## config.mk

```make
export PLATFORM = sky130hd
export DESIGN_NAME = keccak_padder_gen
export DESIGN_NICKNAME = d
export VERILOG_FILES = /design/src/rtl/keccak_padder_gen.sv
export SDC_FILE = /design/constraint.sdc
export NUM_CORES = 1
export LEC_CHECK = 0
export ABC_AREA = 1
export ABC_CLOCK_PERIOD_IN_PS = 1610
export CAP_MARGIN = 20
export CORE_AREA = 2 2 237 239
export DETAILED_ROUTE_END_ITERATION = 8
export DIE_AREA = 0 0 239 241
export GPL_TIMING_DRIVEN = 0
export PLACE_DENSITY = 0.74
export SLEW_MARGIN = 15
export SYNTH_ARGS = -nofsm -noshare
export SYNTH_HDL_FRONTEND = slang
export SYNTH_SLANG_ARGS = --single-unit
```

## constraint.sdc

```tcl
create_clock -name clk -period 1.61 [get_ports clk]
set_clock_uncertainty 0.15 [all_clocks]
set_input_delay 0.322 -clock clk [delete_from_list [all_inputs] [get_ports clk]]
set_output_delay 0.322 -clock clk [all_outputs]
set_load 0.01 [all_outputs]
```

## src/rtl/keccak_padder_gen.sv

```systemverilog
// Packs W-bit big-endian words into RATE-bit blocks with pad10*1 padding; block valid one edge after slot N fills.
// buffer_full is high while padding, presenting a block or done; blocks are held until f_ack.
// KECCAK_SHA3_PAD_EN selects the SHA-3 domain pad byte 0x06 instead of the Keccak pad byte 0x01.
module keccak_padder_gen #(
    parameter int W    = 32,
    parameter int RATE = 576
) (
    input  logic                   clk,
    input  logic                   reset_n,
    input  logic [W-1:0]           in,
    input  logic                   in_ready,
    input  logic                   is_last,
    input  logic [$clog2(W/8)-1:0] byte_num,
    output logic                   buffer_full,
    output logic [RATE-1:0]        out,
    output logic                   out_ready,
    output logic                   out_last,
    input  logic                   f_ack
);

    localparam int N  = RATE / W;
    localparam int NB = W / 8;
    localparam int CW = $clog2(N + 1);

    localparam logic [1:0] ST_ABSORB = 2'd0;
    localparam logic [1:0] ST_PAD    = 2'd1;
    localparam logic [1:0] ST_FULL   = 2'd2;
    localparam logic [1:0] ST_DONE   = 2'd3;

`ifdef KECCAK_SHA3_PAD_EN
    localparam logic [7:0] PAD_BYTE = 8'h06;
`else
    localparam logic [7:0] PAD_BYTE = 8'h01;
`endif

    logic [1:0]    state;
    logic [CW-1:0] cnt;
    logic          final_slot;
    logic [W-1:0]  end_word;
    logic [W-1:0]  last_word;

    // The word written this cycle lands in slot N, so it carries the closing 0x80 bit.
    assign final_slot  = (cnt == CW'(N - 1));
    assign end_word    = final_slot ? W'(8'h80) : '0;
    assign buffer_full = (state != ST_ABSORB);
    assign out_ready   = (state == ST_FULL);

    always_comb begin
        last_word = '0;
        for (int j = 0; j < NB; j++) begin
            if (j < int'(byte_num))
                last_word[W-1-8*j -: 8] = in[W-1-8*j -: 8];
            else if (j == int'(byte_num))
                last_word[W-1-8*j -: 8] = PAD_BYTE;
        end
        last_word = last_word | end_word;
    end

    always_ff @(posedge clk or negedge reset_n) begin
        if (!reset_n) begin
            state    <= ST_ABSORB;
            cnt      <= '0;
            out      <= '0;
            out_last <= 1'b0;
        end else begin
            case (state)
                ST_ABSORB: begin
                    if (in_ready) begin
                        out <= {out[RATE-W-1:0], is_last ? last_word : in};
                        cnt <= cnt + CW'(1);
                        if (is_last) begin
                            out_last <= final_slot;
                            state    <= final_slot ? ST_FULL : ST_PAD;
                        end else if (final_slot) begin
                            out_last <= 1'b0;
                            state    <= ST_FULL;
                        end
                    end
                end
                ST_PAD: begin
                    out <= {out[RATE-W-1:0], end_word};
                    cnt <= cnt + CW'(1);
                    if (final_slot) begin
                        out_last <= 1'b1;
                        state    <= ST_FULL;
                    end
                end
                ST_FULL: begin
                    if (f_ack) begin
                        if (out_last) begin
                            state <= ST_DONE;
                        end else begin
                            cnt   <= '0;
                            state <= ST_ABSORB;
                        end
                    end
                end
                default: ;
            endcase
        end
    end

endmodule
```

# ---- After elaboration in Yosys (flattened, before gate mapping)
# Cells that the tools add are included.
dict set report totals {
  ff_bits 584
  in_bits 39
  elab_cells 56
}
dict set report classes {
  n_addsub 1
  order_cmp 3
  eq_ne 11
  muxes 27
  bitwise_logic 1
  n_reduce_logical 9
}
# operator count
set ops {}
lappend ops {{576-bit one-hot mux with 2 select lines} 1}
lappend ops {{576-bit two-way mux} 1}
lappend ops {{32-bit two-way mux} 1}
lappend ops {{8-bit two-way mux} 4}
lappend ops {{32-bit by 8-bit bitwise OR with 32-bit output} 1}
lappend ops {{5-bit two-way mux} 3}
lappend ops {{5-bit one-hot mux with 3 select lines} 1}
lappend ops {{2-bit two-way mux} 6}
lappend ops {{1-bit two-way mux} 8}
lappend ops {{4-bit AND reduction} 2}
lappend ops {{2-bit inequality test, second input constant} 3}
lappend ops {{2-bit one-hot mux with 3 select lines} 1}
lappend ops {{5-bit by 1-bit adder with 5-bit output, second input constant} 1}
lappend ops {{5-bit equality test, second input constant} 1}
lappend ops {{2-bit equality test, first input constant} 2}
lappend ops {{2-bit zero test} 2}
lappend ops {{1-bit by 2-bit less-than comparator with 1-bit output, first input constant} 2}
lappend ops {{2-bit nonzero test} 2}
lappend ops {{3-bit inequality test, second input constant} 1}
lappend ops {{3-bit AND reduction} 1}
lappend ops {{3-bit nonzero test} 1}
lappend ops {{1-bit by 2-bit equality test with 1-bit output, first input constant} 1}
lappend ops {{2-bit by 1-bit equality test with 1-bit output, second input constant} 1}
lappend ops {{2-bit equality test, second input constant} 1}
lappend ops {{other kinds (4)} 4}

# ---- Depth between registers and ports, before layout
dict set report depth {
  word_depth 7
  ltp_mapped 10
  ltp_nobuf 10
}

# ---- Least setup slack after synthesis
# No wires, ideal clock.
dict set report synth_timing {
  path_type {register to register}
  start {register state[0]}
  end {register out[329]}
  setup_time_ps 134
  arrival_time_ps 1419
  slack_ps -93
  path_stages_with_launch 9
  n_path_buf 2
  period_less_slack_ps 1703
  path_cell_list {dfrtp_1 inv_1 ha_1 inv_2 nand2_1 nand2_4 buf_4 clkbuf_1 o21ai_0}
}
dict set report synth_via {
  elab_chain_cells 3
  elab_cells_between_ends 6
  classes_between {2 x eq/ne; 1 x mux; 3 x reduce/logical}
}
# item line_no
set synth_lines {}
lappend synth_lines {{from (decl)} 36} ;# logic [1:0] state;
lappend synth_lines {{from (signal assigned)} 73} ;# state <= final_slot ? ST_FULL : ST_PAD;
lappend synth_lines {{2-bit by 1-bit equality test with 1-bit output / 2-bit zero test (equally long branches)} 66} ;# case (state)
lappend synth_lines {{2-bit nonzero test (no line) / 2-bit inequality test (equally long branches)} n/a}
lappend synth_lines {{2-bit AND reduction (no line)} n/a}
lappend synth_lines {{to (signal assigned)} 69} ;# out <= {out[RATE-W-1:0], is_last ? last_word : in};
lappend synth_lines {{to (signal assigned)} 81} ;# out <= {out[RATE-W-1:0], end_word};
lappend synth_lines {{to (decl)} 15} ;# output logic [RATE-1:0] out,
# Several ways; a longest one is shown, not always the timed one.
# A chain may end at the register's enable or synchronous reset.

# ---- Worst setup path after layout
dict set report layout_timing {
  start {register state[1]}
  end {register out[50]}
}
# The elaborated chain is that of the path after synthesis.

==> run metrics <==
status=finished, violations left; failing checks=negative hold slack, negative setup slack; post-synthesis adder-cell area fraction=0.003397; Reg2Reg Depth=9; DR vias/cell=between 5 and 6; max_cap viols=0; top cells by area, synth=dfrtp_1 (66%), nand2_1 (11%), o21ai_0 (10%); WL final=around 88 mm; Yosys top cell area share=0.6613; Post-synth top cells=nand2_1 (652), dfrtp_1 (584), o21ai_0 (446); Synth Area in Simple Gates=0.1221; Peak VDD IR=1029 uV; Antenna Nets Post-Route=0; port bufs=616; # rows=86; DRT Pass-1 Iters=7; P_leak=~17 nW; grt ovf=0; Final Hold Viols=approximately 340; Final Cycle Share=1.225; synthesized area per cell=roughly 9.7 um2; top cell type by total area after synthesis=dfrtp_1; P&R area growth vs syn=45.61%; Synth Area in Compound Gates=0.1267; vias in the first global route=between 15000 and 20000; Ys Warns=0; CTS Sinks=a little under 600; worst-case clock buffer depth=3; Final Max Tran Viols=0; CTS Buf Count=~60; largest net degree at the start of global routing=around 110; initial antenna violation count=1; DR iter-0 viols=roughly 1400; die area=between 50000 and 60000 um2; Setup violations, final=1162; final worst slack=-0.3621 ns; min cycle time layout=1.972 ns; largest family of logic cells by synthesized area=compound AO/OA/AOI/OAI gates; post-synthesis sequential area ratio=0.6613; WL per Instance=between 20 and 25 um; RSZ-0062 raised after global routing=true; HP Class=in2async; # fillers=4807; Critical Path AT=roughly 2.3 ns; hold slack=-0.5655 ns; Nets=3068; Seq. cell area=about 15000 um2; asr flop ratio synth=1.000; Cell Pwr Density=2323 nW/um2; Initial Util=0.4027; Post-synth EDFFs=0; Synth Area in XOR/XNOR=0.0003963; top-count cell post-synth=nand2_1; Clk pin slew, worst setup/hold paths=roughly 0.070 ns; Worst Tran Pin Value=roughly 1.0 ns; Worst setup EP type=flop; Distinct cells, synth=22; Cells after Synth=2269; Max Fclk=507.1 MHz; crit start category=flop; post-synthesis register bit count=between 500 and 600; All-Layer GR Usage=0.3015; crit path kind=reg2reg; hold_buf cts=3; multiplexer share of the synthesized area=0; CP Data Required Time=~2.0 ns; Clk Tree Root Cell=clkbuf_16; Ports=618; core box area=54880 um2; Cells after DPL=3594; first-pass GRT wire length=~130 mm; fin util=0.5864; share of cells above drive strength 1=0.1296; Worst Path Max Fanout=10; diodes inserted=0; Worst-Skew Late Latency=around 0.62 ns; Mapped Nets=~2300; Die W=roughly 240 um; Most used DFF post-synth=dfrtp_1; routed vias=approximately 19000; slew margin rel.=0.3013; HPWL Detailed=~65 mm; Non-Filler Instances=between 3000 and 4000; floorplan die height=about 240 um; GPL Wtd Cong=between 0.9 and 1; H-tree depth=2; residual DRC count=0; Post-Syn Area=approximately 22000 um2; CTS tree=yes; multi-input logic area=around 5700 um2; setup_tns=-244.65 ns
power by group:
group / internal, mW / switching, mW / leakage (nW) / total, mW
clock network: 9.14 / 6.03 / 1.07 / 15.2
logic: 14.0 / 21.3 / 8.06 / 35.3
registers: 20.0 / 4.33 / 7.85 / 24.3
flip-flops by register name (all words and copies together) (netlist names):
name      cells
out_last      1
out         576
state         2
cnt           5
worst paths after layout:
kind	to	slack (ns)	from
max	out[50]	-0.36	state[1]
min	out[2]	-0.57	reset_n
max reg2reg	out[50]	-0.36	state[1]
min reg2reg	out[547]	0.33	out[547]
max in group asynchronous	out[493]	0.04	reset_n
min in group clk	out_last	0.05	is_last
metrics by stage:
stage | total power [mW] | worst slack, ns | cell area [um2]
detailed placement | 57.84 | -0.8383 | 29300
floorplan | 38.13 | -0.02959 | 22120
finish | 74.75 | -0.3621 | 32180
global route | 78.59 | -0.4287 | 32180
CTS | 73.17 | -0.3707 | 31800
global placement | 57.13 | -24.90 | 29160
final cells by class:
| type | count | share of cell area |
|---|---|---|
| tap | 704 | 0.02737 |
| inverter | 294 | 0.03527 |
| sequential | 584 | 0.4556 |
| timing repair buffer | 691 | 0.1967 |
| multi-input combinational | 1265 | 0.1771 |
| buffer | 126 | 0.04063 |
| clock inverter | 24 | 0.01046 |
| clock buffer | 88 | 0.05688 |
worst max-delay path, stage by stage, from the launching register on:
cell	delay [ns]
dfrtp_1	0.42
inv_2	0.12
ha_4	0.17
inv_4	0.05
nand2_2	0.10
nand2_8	0.12
bufbuf_16	0.32
buf_8	0.16
nand2_2	0.11
o21ai_0	0.11
metal layers:
| layer | up-vias | GRT usage | share of wire |
|---|---|---|---|
| met5 | - | 0 | 0.00018 |
| met4 | 2 | 0.1496 | 0.052 |
| met3 | 214 | 0.1036 | 0.10 |
| met2 | 894 | 0.5027 | 0.48 |
| met1 | 9635 | 0.3474 | 0.37 |
| li1 | 8654 | - | - |
cells in the final DEF (no fill, tap or decap), types with 3 or more instances in the layout:
cell type,instances
buf_6,64
inv_1,288
o21ai_0,359
nand2_2,11
ha_1,3
nor2_1,12
clkinv_2,11
clkdlybuf4s15_2,4
nand2_1,641
dlygate4sd2_1,554
o21ai_2,7
buf_8,12
clkbuf_4,12
buf_12,9
nand3_1,26
dfrtp_2,38
clkdlybuf4s50_1,36
inv_2,3
buf_4,87
nand4_1,3
dlygate4sd3_1,3
ha_4,3
inv_6,3
clkbuf_16,67
bufinv_16,8
o21ai_1,190
clkbuf_2,13
dfrtp_1,546
buf_16,9
clkbuf_8,20
clkbuf_1,10
buf_2,4
logic make-up (layout without fill, tap and decap cells):
group,Yosys count,in the layout
AOI/OAI and AO/OA,558,558
xor gates and xnor gates,1,1
adders and majority gates,6,6
buffers and inverters,420,1223
DFF,584,584
and+or+nand+nor,700,700
repair_timing:
action / 4_1_cts / 5_1_grt
setup endpoints to repair: 1273 / 1302
gates cloned: 3 / 3
gates resized for setup: 861 / 136
buffers inserted: 57 / 4
hold endpoints to repair: 88 / 337
pin swaps: 1 / 2
Power figures use the tool's default switching activity.
